$ cat src/rtl/rbr_to_bin_conv_if.sv
// Valid/ready bus for the RBR-to-binary converter: RBR words in, two's-complement results out.
// The master modport is the environment side; the slave modport is the converter.
interface rbr_to_bin_conv_if #(
    parameter int W = 64
);
    logic           in_valid;
    logic           in_ready;
    logic [2*W-1:0] in_data;
    logic           out_valid;
    logic           out_ready;
    logic [W:0]     out_data;
    logic           out_zero;

    modport master (
        output in_valid,
        output in_data,
        input  in_ready,
        input  out_valid,
        input  out_data,
        input  out_zero,
        output out_ready
    );

    modport slave (
        input  in_valid,
        input  in_data,
        output in_ready,
        output out_valid,
        output out_data,
        output out_zero,
        input  out_ready
    );
endinterface

$ cat src/rtl/rbr_to_bin_conv.sv
// Converts one RBR word to two's complement as P - N, subtracting CW bits per cycle.
// Latency: out_valid rises W/CW edges after the accept edge; one word in flight.
// Backpressure: result held in DONE until out_ready; in_ready only while IDLE.
module rbr_to_bin_conv #(
    parameter int W  = 64,
    parameter int CW = 16
) (
    input  logic              clk,
    input  logic              arst_n,
    input  logic              clr,
    rbr_to_bin_conv_if.slave  bus
);
    localparam int NCH   = W / CW;
    localparam int CNT_W = (NCH > 1) ? $clog2(NCH) : 1;
    localparam logic [CNT_W-1:0] LAST = CNT_W'(NCH - 1);

    typedef enum logic [1:0] {
        IDLE,
        CONV,
        DONE
    } state_t;

    typedef struct packed {
        logic [W-1:0] p;
        logic [W-1:0] n;
    } digits_t;

    state_t           state_q;
    digits_t          ops_q;
    digits_t          split;
    logic [W-1:0]     res_q;
    logic [CNT_W-1:0] cnt_q;
    logic             carry_q;
    logic             out_valid_q;
    logic [W:0]       out_data_q;
    logic             out_zero_q;

    logic [CW:0]      chunk_sum;
    logic [W-1:0]     res_next;
    logic [W:0]       final_val;
    int               base;

    // 11 -> +1, 00 -> -1, 01/10 -> 0 (neither vector set)
    always_comb begin
        split = '0;
        for (int i = 0; i < W; i++) begin
            split.p[i] =  bus.in_data[2*i+1] &  bus.in_data[2*i];
            split.n[i] = ~bus.in_data[2*i+1] & ~bus.in_data[2*i];
        end
    end

    // P + ~N + 1 over W bits; the top result bit is the sign of the
    // extended sum, where P extends with 0 and ~N extends with 1.
    always_comb begin
        base      = int'(cnt_q) * CW;
        chunk_sum = {1'b0, ops_q.p[base +: CW]}
                  + {1'b0, ~ops_q.n[base +: CW]}
                  + {{CW{1'b0}}, carry_q};
        res_next  = res_q;
        res_next[base +: CW] = chunk_sum[CW-1:0];
        final_val = {~chunk_sum[CW], res_next};
    end

    always_ff @(posedge clk or negedge arst_n) begin
        if (!arst_n) begin
            state_q     <= IDLE;
            ops_q       <= '0;
            res_q       <= '0;
            cnt_q       <= '0;
            carry_q     <= 1'b0;
            out_valid_q <= 1'b0;
            out_data_q  <= '0;
            out_zero_q  <= 1'b0;
        end else if (clr) begin
            state_q     <= IDLE;
            cnt_q       <= '0;
            out_valid_q <= 1'b0;
        end else begin
            unique case (state_q)
                IDLE: begin
                    if (bus.in_valid) begin
                        ops_q   <= split;
                        carry_q <= 1'b1;
                        cnt_q   <= '0;
                        state_q <= CONV;
                    end
                end
                CONV: begin
                    carry_q <= chunk_sum[CW];
                    res_q   <= res_next;
                    if (cnt_q == LAST) begin
                        out_data_q  <= final_val;
                        out_zero_q  <= (final_val == '0);
                        out_valid_q <= 1'b1;
                        cnt_q       <= '0;
                        state_q     <= DONE;
                    end else begin
                        cnt_q <= cnt_q + 1'b1;
                    end
                end
                DONE: begin
                    if (bus.out_ready) begin
                        out_valid_q <= 1'b0;
                        state_q     <= IDLE;
                    end
                end
                default: state_q <= IDLE;
            endcase
        end
    end

    assign bus.in_ready  = (state_q == IDLE);
    assign bus.out_valid = out_valid_q;
    assign bus.out_data  = out_data_q;
    assign bus.out_zero  = out_zero_q;

endmodule

$ cat src/flat_wrapper.sv
// flat-port wrapper written by rule: the top's interface ports become plain ports
module rbr_to_bin_conv_flat 
#(
    parameter int W  = 64,
    parameter int CW = 16
)
  (clk, arst_n, clr, bus_in_valid, bus_in_data, bus_in_ready, bus_out_valid, bus_out_data, bus_out_zero, bus_out_ready);
  rbr_to_bin_conv_if #(.W(W)) bus_i ();
  input  logic clk;
  input  logic arst_n;
  input  logic clr;
  input wire logic [$bits(bus_i.in_valid)-1:0] bus_in_valid;
  input wire logic [$bits(bus_i.in_data)-1:0] bus_in_data;
  output wire logic [$bits(bus_i.in_ready)-1:0] bus_in_ready;
  output wire logic [$bits(bus_i.out_valid)-1:0] bus_out_valid;
  output wire logic [$bits(bus_i.out_data)-1:0] bus_out_data;
  output wire logic [$bits(bus_i.out_zero)-1:0] bus_out_zero;
  input wire logic [$bits(bus_i.out_ready)-1:0] bus_out_ready;
  assign bus_i.in_valid = bus_in_valid;
  assign bus_i.in_data = bus_in_data;
  assign bus_in_ready = bus_i.in_ready;
  assign bus_out_valid = bus_i.out_valid;
  assign bus_out_data = bus_i.out_data;
  assign bus_out_zero = bus_i.out_zero;
  assign bus_i.out_ready = bus_out_ready;
  rbr_to_bin_conv #(.W(W), .CW(CW)) u_core (.clk(clk), .arst_n(arst_n), .clr(clr), .bus(bus_i));
endmodule
$ cat config.mk
export PLATFORM = sky130hd
export DESIGN_NAME = rbr_to_bin_conv_flat
export DESIGN_NICKNAME = d
export VERILOG_FILES = /design/src/rtl/rbr_to_bin_conv_if.sv /design/src/rtl/rbr_to_bin_conv.sv /design/src/flat_wrapper.sv
export SDC_FILE = /design/constraint.sdc
export NUM_CORES = 1
export LEC_CHECK = 0
export BUFFER_PORTS_ARGS = -buffer_cell sky130_fd_sc_hd__buf_2
export CAP_MARGIN = 25
export CORE_ASPECT_RATIO = 1.1
export CORE_UTILIZATION = 49
export CTS_CLUSTER_SIZE = 20
export DETAILED_ROUTE_END_ITERATION = 8
export HOLD_SLACK_MARGIN = 0.08
export MAX_ROUTING_LAYER = met4
export PLACE_DENSITY = 0.77
export RECOVER_POWER = 50
export SYNTH_ARGS = -nofsm -noshare
export SYNTH_HDL_FRONTEND = slang
export SYNTH_SLANG_ARGS = --single-unit
$ cat constraint.sdc
create_clock -name clk -period 7.6 [get_ports clk]
set_input_delay 0.38 -clock clk [delete_from_list [all_inputs] [get_ports clk]]
set_output_delay 0.38 -clock clk [all_outputs]
set_load 0.1 [all_outputs]
### Word level (Yosys, flattened, before mapping)

Index checks and enable logic that the tools add are counted.

* flip-flop bits (word level): 264
* bits of input ports: 133
* output and inout port bits: 68
* word-level logic and storage cells: 311

* $add $sub $neg: 4
* equal/unequal tests: 7
* shift-type cells: 4
* multiplexer cells: 16
* bitwise logic cells: 259
* reductions and logical operators: 12

Operators with widths (number)
* $not 1->1: 130
* $and 1x1->1: 128
* $shiftx 64x7->16: 2
* $logic_not 65->1: 1
* $bwmux 64: 1
* $shift 16x33->64 const A: 1
* $shiftx 16x33->64: 1
* $neg 6->33: 1
* $add 16x16->17: 1
* $add 17x1->17: 1
* $not 16->16: 1
* $reduce_and 3->1: 5
* $mux 2: 7
* $ne 3x3->1 const B: 2
* $pmux 2 s3: 1
* $reduce_bool 3->1: 2
* $eq 2x2->1 const B: 2
* $mux 1: 4
* $pmux 1 s2: 2
* $pmux 2 s2: 1
* $reduce_and 2->1: 2
* $ne 3x2->1 const B: 1
* $add 2x1->2 const B: 1
* $eq 2x1->1 const B: 1
* 3 further kinds: 3

### Longest topological paths before layout

* word-level depth: 7
* mapped depth: 17
* mapped depth without buffers: 14

### Worst setup path after synthesis

OpenSTA, ideal clock, no wires.

* path kind: register -> register
* from: reg u_core.cnt_q[0]
* to: reg u_core.out_zero_q, in the netlist u_core.bus.out_zero
* library setup time: 0.092 ns
* arrival: 4.296 ns
* data required time: 7.508 ns
* path slack: 3.212 ns
* cell stages (with the launch flop): 15
* clock period less this slack: 4.388 ns
* cell sequence: dfrtp_1 -> buf_2 -> buf_1 -> mux4_2 -> fa_1 -> inv_1 -> fa_1 -> buf_6 -> or2b_1 -> a2111oi_0 -> and4_4 -> nand4b_1 -> nor4_1 -> o2111ai_1 -> o31ai_2

* longest elaborated chain between the ends: 7
* elaborated cells between the ends (all ways): 13
* classes of those cells: 3 x add/sub; 1 x eq/ne; 4 x shift; 1 x mux; 2 x bitwise; 2 x reduce/logical

RTL lines
* start: declaration: RTL line rbr_to_bin_conv.sv:32 `logic [CNT_W-1:0] cnt_q;`
* start signal: assignment: RTL line rbr_to_bin_conv.sv:98 `cnt_q <= cnt_q + 1'b1;`
* $shiftx 64x7->16: RTL line rbr_to_bin_conv.sv:57 `+ {1'b0, ~ops_q.n[base +: CW]}`
* $not 16->16: RTL line rbr_to_bin_conv.sv:57
* $add 16x16->17: RTL line rbr_to_bin_conv.sv:57
* $add 17x1->17: RTL line rbr_to_bin_conv.sv:58 `+ {{CW{1'b0}}, carry_q};`
* $shiftx 16x33->64: RTL line rbr_to_bin_conv.sv:60 `res_next[base +: CW] = chunk_sum[CW-1:0];`
* $bwmux 64: RTL line rbr_to_bin_conv.sv:60
* $logic_not 65->1: RTL line rbr_to_bin_conv.sv:93 `out_zero_q <= (final_val == '0);`
* end signal: assignment: RTL line rbr_to_bin_conv.sv:93
* end: declaration: RTL line rbr_to_bin_conv.sv:36 `logic out_zero_q;`

Several ways; a longest one is shown, not always the timed one.
A chain may end at the register's enable or synchronous reset.

### Worst setup path after layout

* from: in clr
* to: reg u_core.ops_q[54] in the netlist's numbering

* longest elaborated chain between the ends: 2

RTL lines
* start: declaration: RTL line flat_wrapper.sv:11 `input logic clr;`
* $not 1->1 (no source line)
* $reduce_and 3->1 (no source line)
* end signal: assignment: RTL line rbr_to_bin_conv.sv:82 `ops_q <= split;`
* end: declaration: RTL line rbr_to_bin_conv.sv:29 `digits_t ops_q;`

No other way between the ends.

==> flow_summary_export.csv <==
group,metric,value,unit
status,status,"complete, but fails checks",
status,violations,"max-capacitance violations, max-slew violations",
logic_synthesis,yosys_warnings,0,
logic_synthesis,synth_cell_type_count,81,
cts,cts_buffers,28,
logic_synthesis,synth_edf_count,0,
cts,clk_pin_slew,0.06,ns
cts,clk_path_buf_depth,3,
critical_path,rr_startpoint,"u_core.state_q[0]",
hold_path,min-delay-start,"bus_in_data[52]",
route,wire_per_inst,19.39,µm
floorplan,die_h,170.0,µm
hold_path,hp-class,"primary input to register",
placed_design,port_buffers,200,
logic_synthesis,synth_compound_area_frac,0.2079,
hold_path,holdPathStages,3,
global_routing,grt_overflow,0,
critical_path,worstSetupPathType,"primary input to register",
run,maxCapViolCount,2,
final_layout,final_area,0.01607,mm²
logic_synthesis,yosys.area_share.adder,0.02409,
sta,fmax,0.1856,GHz
floorplan,core,0.02526,mm²
floorplan,rows,61,
floorplan,num_io_pins,201,
floorplan,initial_core_util,0.4976,
route,wl,36.82,mm
logic_synthesis,synthArstFlopShare,1.000,
logic_synthesis,yosysSeqAreaShare,0.5255,
final_layout,antenna_cells,0,
logic_synthesis,synth.avg_cell_area,10.16,µm²
cts,clk_latency,0.55,ns
sta,period_needed,5.389,ns
sta,worstMarginPinSlew,4.358,ns
final_layout,finalCoreUtilization,0.6361,
global_routing,grt_pass1_vias,10920,
logic_synthesis,synth_top_family_by_area,"compound AO/OA/AOI/OAI gates",
critical_path,crit_arrival,5.86,ns
logic_synthesis,synth_nets,1393,
route,drc,0,
hold_path,hold_end,"u_core.ops_q[90]",
logic_synthesis,synth_xor_xnor_area_share,0.01085,
power,power_leakage,7.257,nW
logic_synthesis,yosys_most_used_dff,"dfrtp_1",
cts,htree_levels,1,
final_layout,area_delta_synth_final,27.84,%
global_routing,grt_max_degree,259,
floorplan,dieArea,0.02630,mm²
logic_synthesis,syn_area,0.01257,mm²
cts,cts-root-buf,"clkbuf_16",
route,drtIter0Drc,928,
sta,whs,0.09505,ns
global_routing,grt_antenna_before_repair,0,
critical_path,cp-end-kind,"register",
sta,fin_worst_skew,0.02392,ns
sta,hold_viol,0,
logic_synthesis,muxShareOfSynthArea,0.05992,
placed_design,gp_congestion,0.9090,
critical_path,reg2reg_setup_slack,2.36,ns
placed_design,dp_hpwl,22.81,mm
critical_path,required,8.07,ns
sta,setup_slack,2.211,ns
placed_design,placed_cell_area,0.01379,mm²
route,drt_pass1_iterations,5,
final_layout,final_cell_mix,"305 x nand2_1, 262 x dfrtp_1, 148 x o21ai_0, 131 x dlygate4sd3_1, 130 x buf_2",
power,fin_total_pwr,4.649,mW
global_routing,grt_pass1_wl,58.48,mm
route,drtAntennaViolNets,0,
logic_synthesis,synth-simple-area-share,0.1337,
sta,fin_tns_setup,0,ns
final_layout,drive_gt1_frac,0.1700,
power,ir_drop,0.2282,mV
final_layout,final_common_cell,"nand2_1",
critical_path,crit_path_max_fanout,258,
critical_path,critPathLaunchType,"primary input",
floorplan,die-width,154.7,µm
route,viasPerCell,5.748,
final_layout,fin_cells,1899,
logic_synthesis,synth.ff_latch_count,264,
sta,relSlewSlack,-1.906,
sta,post-route-period-util,0.7090,
cts,cts_tree,"built",
final_layout,nNetsFinal,1687,
critical_path,r2r_end,"u_core.ops_q[54]",
sta,setup_viol,0,
sta,rsz0062_at_grt,"false",
route,vias,10920,
power,powerDensity,289.3,mW/mm²
placed_design,dp_slack,2.957,ns
final_layout,n_fill_cell,1956,
cts,cts.sink_count,264,
sta,slew_viol_final,397,
global_routing,track_usage,0.2926,
placed_design,dp_cells,1715,
cts,postCtsSetupBuffers,0,
cts,cts_resized,0,
critical_path,r2r_cells,6,
logic_synthesis,synth_cells,1237,
cells in the mapped netlist (2+ instances only):
master     count  area [µm²]
buf_6          5       56.30
and3_1         3       18.77
inv_1         26       97.59
nor2_1        37       138.9
nand3b_1       2       15.01
xor2_2         2       32.53
o31ai_1       66       495.5
clkbuf_8       2       27.53
a21oi_1       33       165.2
buf_1          6       22.52
o22ai_1        3       18.77
dfrtp_1      264        6606
ha_1          21       262.8
o21ai_1        8       40.04
buf_2          3       15.01
nand2_1      306        1149
o31a_1         2       17.52
or2_2          2       12.51
mux4_2        32       720.7
nand3_1        3       15.01
a2111oi_0      2       17.52
o21ai_0      148       740.7
or2b_2         2       17.52
nand2b_1       3       18.77
nor4_1        11       68.82
nor4bb_1       2       20.02
a22o_2         3       30.03
fa_1           2       40.04
nand4_1        5       31.28
mux2_2         2       22.52
a21o_1         4       30.03
clkbuf_1      66       247.7
a22oi_1       52       390.4
xor2_1         5       43.79
nor2b_1        6       37.54
a22o_1        37       324.1
o211ai_1       5       37.54
nor3_1         7       35.03
a31oi_1        2       12.51
xnor2_1        5       43.79
o21a_1         2       15.01
kinds of logic after synthesis:
| group | Yosys count |
|---|---|
| and+or+nand+nor | 401 |
| AOI/OAI and AO/OA | 391 |
| DFF | 264 |
| buffers and inverters | 110 |
| muxes | 35 |
| adders and majority gates | 23 |
| xor gates and xnor gates | 13 |
state kept, by name, indices dropped and copies added (netlist names):
register,count
u_core.ops_q,128
u_core.bus.out_data,65
u_core.res_q,64
u_core.cnt_q,2
u_core.state_q,2
u_core.bus.out_valid,1
u_core.bus.out_zero,1
u_core.carry_q,1
worst max-delay path: stages:
cell and delay, ns:
dlygate4sd3_1 0.53, clkbuf_1 0.25, nand3b_1 0.16, clkbuf_2 2.86
nand2_1 0.47, o31ai_1 0.31, dlygate4sd3_1 0.65
report_power, final:
| group | switching, mW | internal, mW |
|---|---|---|
| Sequential | 0.0926 | 1.56 |
| Combinational | 0.915 | 0.536 |
| Clock | 0.578 | 0.972 |
layer usage:
metal  GRT usage  part of all wire
met5           -                 0
met4     0.09643             0.032
met3     0.03871             0.068
met2      0.4879              0.49
met1      0.3707              0.41
timing repair:
action / 4_1_cts / 5_1_grt
hold buffers: 131 / 0
endpoints found under the setup margin: 0 / 0
endpoints found under the hold margin: 204 / 0
worst max-delay path by stage:
stage,startpoint,endpoint,slack [ns],depth (start not counted)
2_1_floorplan,u_core.cnt_q[0],u_core.bus.out_zero,3.21,14
3_3_place_gp,u_core.cnt_q[0],u_core.bus.out_zero,3.05,12
3_5_place_dp,u_core.cnt_q[0],u_core.bus.out_zero,2.96,12
4_1_cts,u_core.cnt_q[0],u_core.bus.out_zero,2.95,12
5_1_grt,clr,u_core.ops_q[54],1.84,7
6_report,clr,u_core.ops_q[54],2.21,7
final cells by class:
class                           instances  area (µm²)  share of cell area
Inverter                               27       101.3            0.006306
Sequential cell                       264        6609              0.4112
Timing Repair Buffer                  347        2364              0.1471
Tap cell                              346       432.9             0.02694
Clock buffer                           36       792.0             0.04928
Multi-Input combinational cell        863        5507              0.3427
Clock inverter                         16       265.3             0.01651
Note: power is estimated with default switching activity, not from simulation.
